## src/rtl/alu_req_arbiter_if.sv

```systemverilog
// Request/response bundle between two ALU requesters and alu_req_arbiter.
// slave: the arbiter side. master: the requester/consumer side.
interface alu_req_arbiter_if;
  logic        req0_valid;
  logic        req0_ready;
  logic [31:0] req0_src1;
  logic [31:0] req0_src2;
  logic [4:0]  req0_shamt;
  logic [5:0]  req0_funct;
  logic        req1_valid;
  logic        req1_ready;
  logic [31:0] req1_src1;
  logic [31:0] req1_src2;
  logic [4:0]  req1_shamt;
  logic [5:0]  req1_funct;
  logic        rsp_valid;
  logic        rsp_ready;
  logic        rsp_id;
  logic [31:0] rsp_result;
  logic        rsp_zero;
  logic        rsp_carry;
  logic        rsp_err;

  modport slave (
    input  req0_valid, req0_src1, req0_src2, req0_shamt, req0_funct,
    input  req1_valid, req1_src1, req1_src2, req1_shamt, req1_funct,
    output req0_ready, req1_ready,
    output rsp_valid, rsp_id, rsp_result, rsp_zero, rsp_carry, rsp_err,
    input  rsp_ready
  );

  modport master (
    output req0_valid, req0_src1, req0_src2, req0_shamt, req0_funct,
    output req1_valid, req1_src1, req1_src2, req1_shamt, req1_funct,
    input  req0_ready, req1_ready,
    input  rsp_valid, rsp_id, rsp_result, rsp_zero, rsp_carry, rsp_err,
    output rsp_ready
  );
endinterface

```

## src/rtl/alu_req_arbiter.sv

```systemverilog
// Two-port arbiter sharing one 32-bit ALU; one op in flight, IDLE -> EXEC -> RESP.
// Define ALU_ARB_PRIO_EN for fixed port-0 priority with a port-1 starvation guard.
module alu_req_arbiter #(
  parameter int STARVE_LIMIT = 4
) (
  input logic              clk,
  input logic              rst_n,
  alu_req_arbiter_if.slave bus
);

  localparam logic [1:0] ST_IDLE = 2'd0;
  localparam logic [1:0] ST_EXEC = 2'd1;
  localparam logic [1:0] ST_RESP = 2'd2;

  localparam logic [5:0] FN_ADD = 6'b001001;
  localparam logic [5:0] FN_SUB = 6'b001010;
  localparam logic [5:0] FN_AND = 6'b010001;
  localparam logic [5:0] FN_SLL = 6'b100001;

  if (STARVE_LIMIT < 1) begin : g_bad_limit
    $error("STARVE_LIMIT must be at least 1");
  end

  // Returns {err, carry, result}; bit 32 of the 33-bit shift is src1[32-shamt].
  function automatic logic [33:0] alu_eval(
    input logic [5:0]  funct,
    input logic [31:0] a,
    input logic [31:0] b,
    input logic [4:0]  sh
  );
    logic [32:0] wide;
    logic        err;
    wide = 33'd0;
    err  = 1'b0;
    case (funct)
      FN_ADD:  wide = {1'b0, a} + {1'b0, b};
      FN_SUB:  wide = {1'b0, a} - {1'b0, b};
      FN_AND:  wide = {1'b0, a & b};
      FN_SLL:  wide = {1'b0, a} << sh;
      default: begin
        wide = 33'd0;
        err  = 1'b1;
      end
    endcase
    return {err, wide};
  endfunction

  logic [1:0]  state_q, state_d;
  logic        last_q, last_d;
  logic        rsp_valid_q, rsp_valid_d;
  logic [31:0] src1_q, src2_q;
  logic [4:0]  shamt_q;
  logic [5:0]  funct_q;
  logic        id_q;
  logic        rsp_id_q, rsp_zero_q, rsp_carry_q, rsp_err_q;
  logic [31:0] rsp_result_q;
  logic        grant_any, grant_id, accept;
  logic [33:0] alu_out;

`ifdef ALU_ARB_PRIO_EN
  localparam int CW = $clog2(STARVE_LIMIT + 1);
  localparam logic [CW-1:0] LIMIT = CW'(STARVE_LIMIT);
  logic [CW-1:0] starve_q, starve_d;
`endif

  // Arbitration winner among the valid ports
  always_comb begin
    grant_any = bus.req0_valid | bus.req1_valid;
    if (bus.req0_valid && bus.req1_valid) begin
`ifdef ALU_ARB_PRIO_EN
      grant_id = (starve_q >= LIMIT) ? 1'b1 : 1'b0;
`else
      grant_id = ~last_q;
`endif
    end else if (bus.req1_valid) begin
      grant_id = 1'b1;
    end else begin
      grant_id = 1'b0;
    end
  end

  // Ready is gated by rst_n so every output is low while reset is held.
  assign accept         = (state_q == ST_IDLE) & grant_any;
  assign bus.req0_ready = rst_n & accept & ~grant_id;
  assign bus.req1_ready = rst_n & accept & grant_id;

  // Next-state and round-robin pointer
  always_comb begin
    state_d     = state_q;
    last_d      = last_q;
    rsp_valid_d = rsp_valid_q;
    case (state_q)
      ST_IDLE: begin
        if (grant_any) begin
          state_d = ST_EXEC;
          last_d  = grant_id;
        end else begin
          state_d = ST_IDLE;
          last_d  = last_q;
        end
        rsp_valid_d = 1'b0;
      end
      ST_EXEC: begin
        state_d     = ST_RESP;
        rsp_valid_d = 1'b1;
      end
      ST_RESP: begin
        if (bus.rsp_ready) begin
          state_d     = ST_IDLE;
          rsp_valid_d = 1'b0;
        end else begin
          state_d     = ST_RESP;
          rsp_valid_d = 1'b1;
        end
      end
      default: begin
        state_d     = ST_IDLE;
        rsp_valid_d = 1'b0;
      end
    endcase
  end

  // Control registers
  always_ff @(posedge clk or negedge rst_n) begin
    if (!rst_n) begin
      state_q     <= ST_IDLE;
      last_q      <= 1'b1;
      rsp_valid_q <= 1'b0;
    end else begin
      state_q     <= state_d;
      last_q      <= last_d;
      rsp_valid_q <= rsp_valid_d;
    end
  end

  // Operand capture from the winning port on handshake
  always_ff @(posedge clk or negedge rst_n) begin
    if (!rst_n) begin
      src1_q  <= 32'd0;
      src2_q  <= 32'd0;
      shamt_q <= 5'd0;
      funct_q <= 6'd0;
      id_q    <= 1'b0;
    end else if (accept) begin
      src1_q  <= grant_id ? bus.req1_src1  : bus.req0_src1;
      src2_q  <= grant_id ? bus.req1_src2  : bus.req0_src2;
      shamt_q <= grant_id ? bus.req1_shamt : bus.req0_shamt;
      funct_q <= grant_id ? bus.req1_funct : bus.req0_funct;
      id_q    <= grant_id;
    end
  end

  assign alu_out = alu_eval(funct_q, src1_q, src2_q, shamt_q);

  // Response registers load in EXEC and hold through RESP
  always_ff @(posedge clk or negedge rst_n) begin
    if (!rst_n) begin
      rsp_id_q     <= 1'b0;
      rsp_result_q <= 32'd0;
      rsp_zero_q   <= 1'b0;
      rsp_carry_q  <= 1'b0;
      rsp_err_q    <= 1'b0;
    end else if (state_q == ST_EXEC) begin
      rsp_id_q     <= id_q;
      rsp_result_q <= alu_out[31:0];
      rsp_zero_q   <= (alu_out[31:0] == 32'd0);
      rsp_carry_q  <= alu_out[32];
      rsp_err_q    <= alu_out[33];
    end
  end

`ifdef ALU_ARB_PRIO_EN
  // Count port-0 wins while port 1 waits; saturates at the limit
  always_comb begin
    starve_d = starve_q;
    if (!bus.req1_valid) begin
      starve_d = '0;
    end else if (accept && grant_id) begin
      starve_d = '0;
    end else if (accept && !grant_id && (starve_q < LIMIT)) begin
      starve_d = starve_q + CW'(1);
    end else begin
      starve_d = starve_q;
    end
  end

  // Starvation counter register
  always_ff @(posedge clk or negedge rst_n) begin
    if (!rst_n) begin
      starve_q <= '0;
    end else begin
      starve_q <= starve_d;
    end
  end
`endif

  assign bus.rsp_valid  = rsp_valid_q;
  assign bus.rsp_id     = rsp_id_q;
  assign bus.rsp_result = rsp_result_q;
  assign bus.rsp_zero   = rsp_zero_q;
  assign bus.rsp_carry  = rsp_carry_q;
  assign bus.rsp_err    = rsp_err_q;

endmodule

```

## src/flat_wrapper.sv

```systemverilog
// flat-port wrapper written by rule: the top's interface ports become plain ports
module alu_req_arbiter_flat 
#(
  parameter int STARVE_LIMIT = 4
)
  (clk, rst_n, bus_req0_valid, bus_req0_src1, bus_req0_src2, bus_req0_shamt, bus_req0_funct, bus_req1_valid, bus_req1_src1, bus_req1_src2, bus_req1_shamt, bus_req1_funct, bus_req0_ready, bus_req1_ready, bus_rsp_valid, bus_rsp_id, bus_rsp_result, bus_rsp_zero, bus_rsp_carry, bus_rsp_err, bus_rsp_ready);
  alu_req_arbiter_if bus_i ();
  input logic clk;
  input logic rst_n;
  input wire logic [$bits(bus_i.req0_valid)-1:0] bus_req0_valid;
  input wire logic [$bits(bus_i.req0_src1)-1:0] bus_req0_src1;
  input wire logic [$bits(bus_i.req0_src2)-1:0] bus_req0_src2;
  input wire logic [$bits(bus_i.req0_shamt)-1:0] bus_req0_shamt;
  input wire logic [$bits(bus_i.req0_funct)-1:0] bus_req0_funct;
  input wire logic [$bits(bus_i.req1_valid)-1:0] bus_req1_valid;
  input wire logic [$bits(bus_i.req1_src1)-1:0] bus_req1_src1;
  input wire logic [$bits(bus_i.req1_src2)-1:0] bus_req1_src2;
  input wire logic [$bits(bus_i.req1_shamt)-1:0] bus_req1_shamt;
  input wire logic [$bits(bus_i.req1_funct)-1:0] bus_req1_funct;
  output wire logic [$bits(bus_i.req0_ready)-1:0] bus_req0_ready;
  output wire logic [$bits(bus_i.req1_ready)-1:0] bus_req1_ready;
  output wire logic [$bits(bus_i.rsp_valid)-1:0] bus_rsp_valid;
  output wire logic [$bits(bus_i.rsp_id)-1:0] bus_rsp_id;
  output wire logic [$bits(bus_i.rsp_result)-1:0] bus_rsp_result;
  output wire logic [$bits(bus_i.rsp_zero)-1:0] bus_rsp_zero;
  output wire logic [$bits(bus_i.rsp_carry)-1:0] bus_rsp_carry;
  output wire logic [$bits(bus_i.rsp_err)-1:0] bus_rsp_err;
  input wire logic [$bits(bus_i.rsp_ready)-1:0] bus_rsp_ready;
  assign bus_i.req0_valid = bus_req0_valid;
  assign bus_i.req0_src1 = bus_req0_src1;
  assign bus_i.req0_src2 = bus_req0_src2;
  assign bus_i.req0_shamt = bus_req0_shamt;
  assign bus_i.req0_funct = bus_req0_funct;
  assign bus_i.req1_valid = bus_req1_valid;
  assign bus_i.req1_src1 = bus_req1_src1;
  assign bus_i.req1_src2 = bus_req1_src2;
  assign bus_i.req1_shamt = bus_req1_shamt;
  assign bus_i.req1_funct = bus_req1_funct;
  assign bus_req0_ready = bus_i.req0_ready;
  assign bus_req1_ready = bus_i.req1_ready;
  assign bus_rsp_valid = bus_i.rsp_valid;
  assign bus_rsp_id = bus_i.rsp_id;
  assign bus_rsp_result = bus_i.rsp_result;
  assign bus_rsp_zero = bus_i.rsp_zero;
  assign bus_rsp_carry = bus_i.rsp_carry;
  assign bus_rsp_err = bus_i.rsp_err;
  assign bus_i.rsp_ready = bus_rsp_ready;
  alu_req_arbiter #(.STARVE_LIMIT(STARVE_LIMIT)) u_core (.clk(clk), .rst_n(rst_n), .bus(bus_i));
endmodule
```

## config.mk

```make
export PLATFORM = sky130hd
export DESIGN_NAME = alu_req_arbiter_flat
export DESIGN_NICKNAME = d
export VERILOG_FILES = /design/src/rtl/alu_req_arbiter_if.sv /design/src/rtl/alu_req_arbiter.sv /design/src/flat_wrapper.sv
export SDC_FILE = /design/constraint.sdc
export NUM_CORES = 1
export LEC_CHECK = 0
export CAP_MARGIN = 30
export CORE_MARGIN = 5
export CORE_UTILIZATION = 45
export CTS_BUF_LIST = sky130_fd_sc_hd__clkbuf_16
export DETAILED_ROUTE_END_ITERATION = 7
export DONT_BUFFER_PORTS = 1
export PLACE_DENSITY = 0.64
export SETUP_SLACK_MARGIN = 0.05
export SLEW_MARGIN = 5
export SYNTH_ARGS = -nofsm -noshare
export SYNTH_HDL_FRONTEND = slang
export SYNTH_SLANG_ARGS = --single-unit
```

## constraint.sdc

```tcl
create_clock -name clk -period 5.5 [get_ports clk]
set_input_delay 1.1 -clock clk [delete_from_list [all_inputs] [get_ports clk]]
set_output_delay 1.1 -clock clk [all_outputs]
set_load 0.02 [all_outputs]
```

==> metrics.md, run 1 <==
| Metric | Value |
|---|---|
| Status | `finished, final reports clean` |
| Setup CP Type | `flip-flop to flip-flop` |
| Max-cap violations | `0` |
| Post-CTS setup buffer count | `0` |
| Port Buffers | `0` |
| Slew @ Worst Pin | `~0.85 ns` |
| Wire per inst | `around 23 µm` |
| Lkg Pwr | `around 0.0046 µW` |
| Area growth from synthesis to layout | `9.285%` |
| CTS Buffer Depth | `2` |
| Starting Density | `0.4603` |
| Number of flops mapped to enable cells by yosys | `0` |
| Area of the multi-input gates | `6819 µm²` |
| Arr. time, crit path | `5.37 ns` |
| Synth warn | `0` |
| Vias in the first global route | `approximately 9k` |
| Peak supply drop | `291.4 µV` |
| Num ports | `between 150 and 200` |
| Syn Area/Cell | `between 8 and 9 µm²` |
| Fraction of layout cells with a size suffix above 1 | `0.1023` |
| CTS Root Cell | `clkbuf_16` |
| Area of the mapped netlist | `slightly above 10000 µm²` |
| Fmax | `197.8 MHz` |
| Htree depth | `4` |
| Top sig layer | `met4` |
| Sequential fraction of the synthesis area | `0.2873` |
| Clk_lat worst skew | `0.43 ns` |
| Clock transition at path regs | `0.06 ns` |
| Die Height | `~160 µm` |
| Num rows | `54` |
| PD cells | `a little under 800 nW/µm²` |
| CTS buffer count | `17` |
| Share of the synthesized area in the top cell type | `0.2847` |
| CP startpoint kind | `flip-flop` |
| Sequential standard cell area | `approximately 2900 µm²` |
| Global-route wire length before repair | `about 52000 µm` |
| Final GP Congestion | `around 0.99` |
| # setup viols final | `0` |
| Syn Nets | `about 1.4k` |
| Antenna violations before repair | `0` |
| Unrepaired setup endpoints after global routing | `false` |
| Async S/R FF share, synth | `1.000` |
| Met1 WL | `roughly 16000 µm` |
| Most common cell in the netlist | `nand2_1` |
| Period utilization | `0.9194` |
| Total Wirelength | `between 30000 and 40000 µm` |
| Top cell types by occurrence after synthesis | `160 x nand2_1, 132 x o21ai_0, 115 x dfrtp_1` |
| Synth top area cells | `dfrtp_1 28%, mux2i_1 11%, o21ai_0 6.5%` |
| GRT Overall Usage | `0.2545` |
| Post-DRT Antenna Nets | `0` |
| Fin crit period | `~5.1 ns` |
| Mapped Cells | `around 1.2k` |
| Yosys reg bits | `around 120` |
| Nets | `roughly 1.4k` |
| Vias per inst | `roughly 6.4` |
| Initial DRC count | `~1.0k` |
| Total grt overflow | `0` |
| Sum of negative setup slack | `0 ns` |
| Worst hold path type | `primary input to asynchronous set/reset pin` |
| Final Power | `~8700 µW` |
| Pins Over Slew Limit | `0` |
| Ant diodes | `0` |
| DRC | `0` |
| Largest net degree at the start of global routing | `127` |
| Total vias in the final route | `between 9k and 10k` |
| Chip Width | `~160 µm` |
| Core ar. | `roughly 22000 µm²` |
| CP max FO | `13` |
| CTS tree | `built` |
| Iteration count of the initial detailed-routing pass | `7` |
| Half-perimeter wire length after detailed placement | `roughly 26000 µm` |
| Hold Vio Cnt, Final | `0` |
| Worst path required time | `slightly below 6 ns` |
| Count of cell types in the netlist | `74` |
| Max_slew headroom | `0.4229` |
| CP Capture Type | `flip-flop` |
| Synth area leader | `dfrtp_1` |
| Die area | `roughly 26000 µm²` |
| Layout fillers | `around 2.1k` |
| Met3 Wirelength | `3549 µm` |
| Final worst clock skew | `0.01801 ns` |
| Sinks on Clock Net | `~120` |
| WL met2 | `13920 µm` |
| Post-synth top flop | `dfrtp_1` |
layout by cell type, fill, tap and decap left out, types with 14 or more instances in the layout:
cell type    n
xnor2_1     30
mux2_2      29
ha_1        36
o21ai_0    132
a211oi_1    15
nor3_1      27
nor2b_1     14
mux2i_1    110
dfrtp_1    114
a31oi_1     20
clkbuf_16   17
nand3_1     26
nor2_1      83
mux4_2      16
nand2_1    160
a21oi_1     96
o211ai_1    14
inv_1       31
buf_4       20
nand4_1     16
through the flow:
stage | worst slack (ns) | instances | utilization | cell area (µm²) | hold slack [ns]
after floorplan | 0.8314 | 1229 | - | 10110 | 0.4675
after global placement | 0.3743 | 1447 | 0.4709 | 10340 | 0.4839
after detailed placement | 0.2578 | 1448 | 0.4712 | 10350 | 0.4908
after CTS | 0.2142 | 1480 | 0.4999 | 10980 | 0.3618
after global routing | 0.1133 | 1482 | 0.5030 | 11050 | 0.3616
final | 0.4431 | 1482 | 0.5030 | 11050 | 0.3782
routing by layer:
layer | track usage | up-vias
li1 | - | 4468
met1 | 0.3894 | 4445
met2 | 0.3659 | 522
met3 | 0.05567 | 36
met4 | 0.05905 | 0
met5 | 0 | -
cells by family (layout without fill, tap and decap cells):
kind of cell             after synthesis  count (layout)  synth area share
AO/OA/AOI/OAI                        370             370            0.2232
AND/OR/NAND/NOR                      394             394            0.1838
XOR/XNOR                              43              43           0.03726
buffers and inverters                113              86           0.04370
adder cells (fa/ha/maj)               38              38           0.04778
flip-flops                           116             116            0.2873
multiplexers                         155             155            0.1769
worst max-delay path: stages, from the launching register on:
cell       delay, ns
dfrtp_1         0.39
or4b_2          0.77
or3b_4          0.52
nand2_1         0.10
o21ai_0         0.13
fa_1            0.48
nand2b_1        0.19
a21oi_1         0.25
o21ai_1         0.15
a21oi_1         0.22
or3_1           0.22
o211ai_1        0.15
a2111oi_0       0.42
nand4_1         0.19
nor4_2          0.32
nand4_1         0.16
o32ai_2         0.28
final cells by class:
| type | instances | area share |
|---|---|---|
| clock buffer | 17 | 0.03851 |
| clock inverter | 15 | 0.01846 |
| inverter | 31 | 0.01053 |
| multi-input combinational | 1000 | 0.6174 |
| sequential | 116 | 0.2630 |
| tap | 280 | 0.03172 |
| timing repair buffer | 23 | 0.02039 |
state kept, by name, summed over array words and instances (netlist names), 2 cells and up:
register / flops
u_core.bus.rsp_result: 32
u_core.src1_q: 32
u_core.state_q: 2
u_core.src2_q: 32
u_core.funct_q: 6
u_core.shamt_q: 5
worst paths after layout:
check / end / depth (start not counted) / start / slack, ns
worst max register to register: u_core.bus.rsp_zero / 16 / u_core.funct_q[2] / 0.44
worst min register to register: u_core.id_q / 1 / u_core.id_q / 0.51
min in group clk: u_core.id_q / 1 / u_core.id_q / 0.51
max in group asynchronous: u_core.last_q / 0 / rst_n / 4.90
worst max-delay path: u_core.bus.rsp_zero / 16 / u_core.funct_q[2] / 0.44
worst min-delay path: u_core.bus.rsp_result[31] / 0 / rst_n / 0.38
report_power, final:
part	leakage, µW	internal [µW]	switching (µW)
clock	0.000313	763	451
sequential	0.00143	1270	946
combinational	0.00288	2140	3130
what timing repair did:
action,in CTS,in global routing
gates resized for setup,0,4
setup endpoints to repair,0,1
endpoints found under the hold margin,0,0
hold buffers,0,0
Note: power is estimated with default switching activity, not from simulation.
==> run 2, diff against run 1 <==
Settings changed: MAX_ROUTING_LAYER set to met4.
==> run 2 against run 1 <==
Net effect: hold slack worse by 0.0074 ns; maximum frequency is 3.4% lower; combinational power is essentially flat; highest routed layer unchanged; clock power is 15% lower; sequential power is essentially flat; core utilization is 0.52 points lower; cell count barely moved; register-to-register slack worse by 0.18 ns; largest power group unchanged.
==> metrics.md, run 2 (same netlist as run 1, synthesis figures left out) <==
| Metric | Value |
|---|---|
| Status | `finished, final reports clean` |
| Slew @ Worst Pin | `approximately 0.95 ns` |
| Max_slew headroom | `0.3668` |
| Met1 Use GR | `0.3955` |
| Sinks on Clock Net | `approximately 120` |
| Global route hottest layer | `met1` |
| Arr. time, crit path | `5.56 ns` |
| CTS Buffer Depth | `2` |
| PD cells | `just under 800 nW/µm²` |
| Starting Density | `0.4603` |
| Met3 Use GR | `0.05954` |
| Period utilization | `0.9514` |
| Setup CP Type | `flip-flop to flip-flop` |
| Total grt overflow | `0` |
| Clock transition at path regs | `~0.06 ns` |
| Clk_lat worst skew | `between 0.4 and 0.5 ns` |
| Fmax | `191.1 MHz` |
| Core ar. | `about 22000 µm²` |
| Hold Vio Cnt, Final | `0` |
| Peak supply drop | `~350 µV` |
| Fin crit period | `between 5 and 6 ns` |
| CP Capture Type | `flip-flop` |
| Unrepaired setup endpoints after global routing | `false` |
| Placement Cell Area | `10350 µm²` |
| CP max FO | `10` |
| Nets | `between 1k and 1.5k` |
| Total Wirelength | `between 30000 and 40000 µm` |
| Vias per inst | `about 6.4` |
| # setup viols final | `0` |
| Num ports | `between 150 and 200` |
| CTS buffer count | `17` |
| Total vias in the final route | `approximately 9.5k` |
| Commonest non-fill, non-tap cell in the layout | `nand2_1` |
| Final GP Congestion | `1.012` |
| Worst path required time | `roughly 5.8 ns` |
| Pins Over Slew Limit | `0` |
| Iteration count of the initial detailed-routing pass | `5` |
| CTS tree | `built` |
| Wire per inst | `between 20 and 25 µm` |
| Sequential standard cell area | `2905 µm²` |
| GRT Overall Usage | `0.2703` |
| Num rows | `54` |
| CP startpoint kind | `flip-flop` |
| Initial DRC count | `roughly 1.0k` |
| # hold bufs at CTS | `0` |
| Antenna violations before repair | `0` |
| Final worst clock skew | `0.01982 ns` |
| Htree depth | `4` |
| Fraction of layout cells with a size suffix above 1 | `0.1016` |
| Worst hold slack | `0.3708 ns` |
| Vias in the first global route | `8940` |
| Worst slack, placed | `0.3345 ns` |
| Area of the multi-input gates | `approximately 6800 µm²` |
| Worst hold path type | `primary input to asynchronous set/reset pin` |
| Max-cap violations | `0` |
| Lkg Pwr | `~0.0045 µW` |
| Global-route wire length before repair | `52960 µm` |
| Sum of negative setup slack | `0 ns` |
| CTS Root Cell | `clkbuf_16` |
| Fin worst setup slack | `about 0.27 ns` |
| Ant diodes | `0` |
| Most frequent cells in the layout | `160 x nand2_1, 132 x o21ai_0, 114 x dfrtp_1` |
| Chip Width | `159.9 µm` |
| Die Height | `159.9 µm` |
| Die area | `around 26000 µm²` |
| Met2 Use GR | `0.3835` |
| DRC | `0` |
| Largest net degree at the start of global routing | `around 120` |
| Final instance area | `10930 µm²` |
| Area growth from synthesis to layout | `8.158%` |
| Half-perimeter wire length after detailed placement | `between 20000 and 30000 µm` |
| Post-DRT Antenna Nets | `0` |
| Layout fillers | `~2.2k` |
| Port Buffers | `0` |
-- run 2: final cells by class --
cell class / instances / area share
timing repair buffer: 22 / 0.01808
clock buffer: 17 / 0.03892
tap: 280 / 0.03205
multi-input combinational: 1000 / 0.6245
sequential: 116 / 0.2658
inverter: 31 / 0.01064
clock inverter: 15 / 0.01007
-- run 2: repair_timing --
| item | in CTS | in global routing |
|---|---|---|
| gates resized for setup | 0 | 4 |
| endpoints found under the setup margin | 0 | 1 |
| hold endpoints to repair | 0 | 0 |
| setup buffers | 0 | 0 |
-- run 2: worst paths after layout --
kind                                         from                         to  slack [ns]  cells after the start
worst max-delay path            u_core.funct_q[2]        u_core.bus.rsp_zero        0.27                     18
worst min-delay path                        rst_n  u_core.bus.rsp_result[31]        0.37                      0
worst max register to register  u_core.funct_q[2]        u_core.bus.rsp_zero        0.27                     18
worst min register to register        u_core.id_q                u_core.id_q        0.51                      1
max in group asynchronous                   rst_n              u_core.last_q        4.92                      0
min in group clk                      u_core.id_q                u_core.id_q        0.51                      1
-- run 2: metrics by stage --
stage,cells,util,total power (µW)
3_3_place_gp,1447,0.4709,7295
4_1_cts,1480,0.4956,8395
2_1_floorplan,1229,-,5892
5_1_grt,1481,0.4978,9181
6_report,1481,0.4978,8544
3_5_place_dp,1448,0.4712,7318
-- run 2: power breakdown --
part           total, µW  internal (µW)  switching (µW)
sequential          2230           1270             960
clock               1030            577             457
combinational       5280           2120            3160
total               8540           3970            4580
-- run 2: per-layer routing --
layer  vias up  wire, µm
met3        49      3229
met1      4499     16310
met2       495     14370
li1       4468         -
met5         -         0
met4         0       592
-- run 2: critical path, stage by stage (launching register included) --
cell      delay [ns]
dfrtp_1         0.39
or4b_2          0.77
or3b_2          0.57
buf_4           0.22
o41ai_1         0.08
xor2_1          0.12
ha_1            0.27
a21oi_1         0.28
nor2_1          0.10
a211oi_1        0.50
o32ai_4         0.20
o31ai_1         0.31
buf_4           0.17
nor2_1          0.06
or3_1           0.34
a31oi_1         0.21
o211a_1         0.18
nand4_1         0.10
o32ai_2         0.26
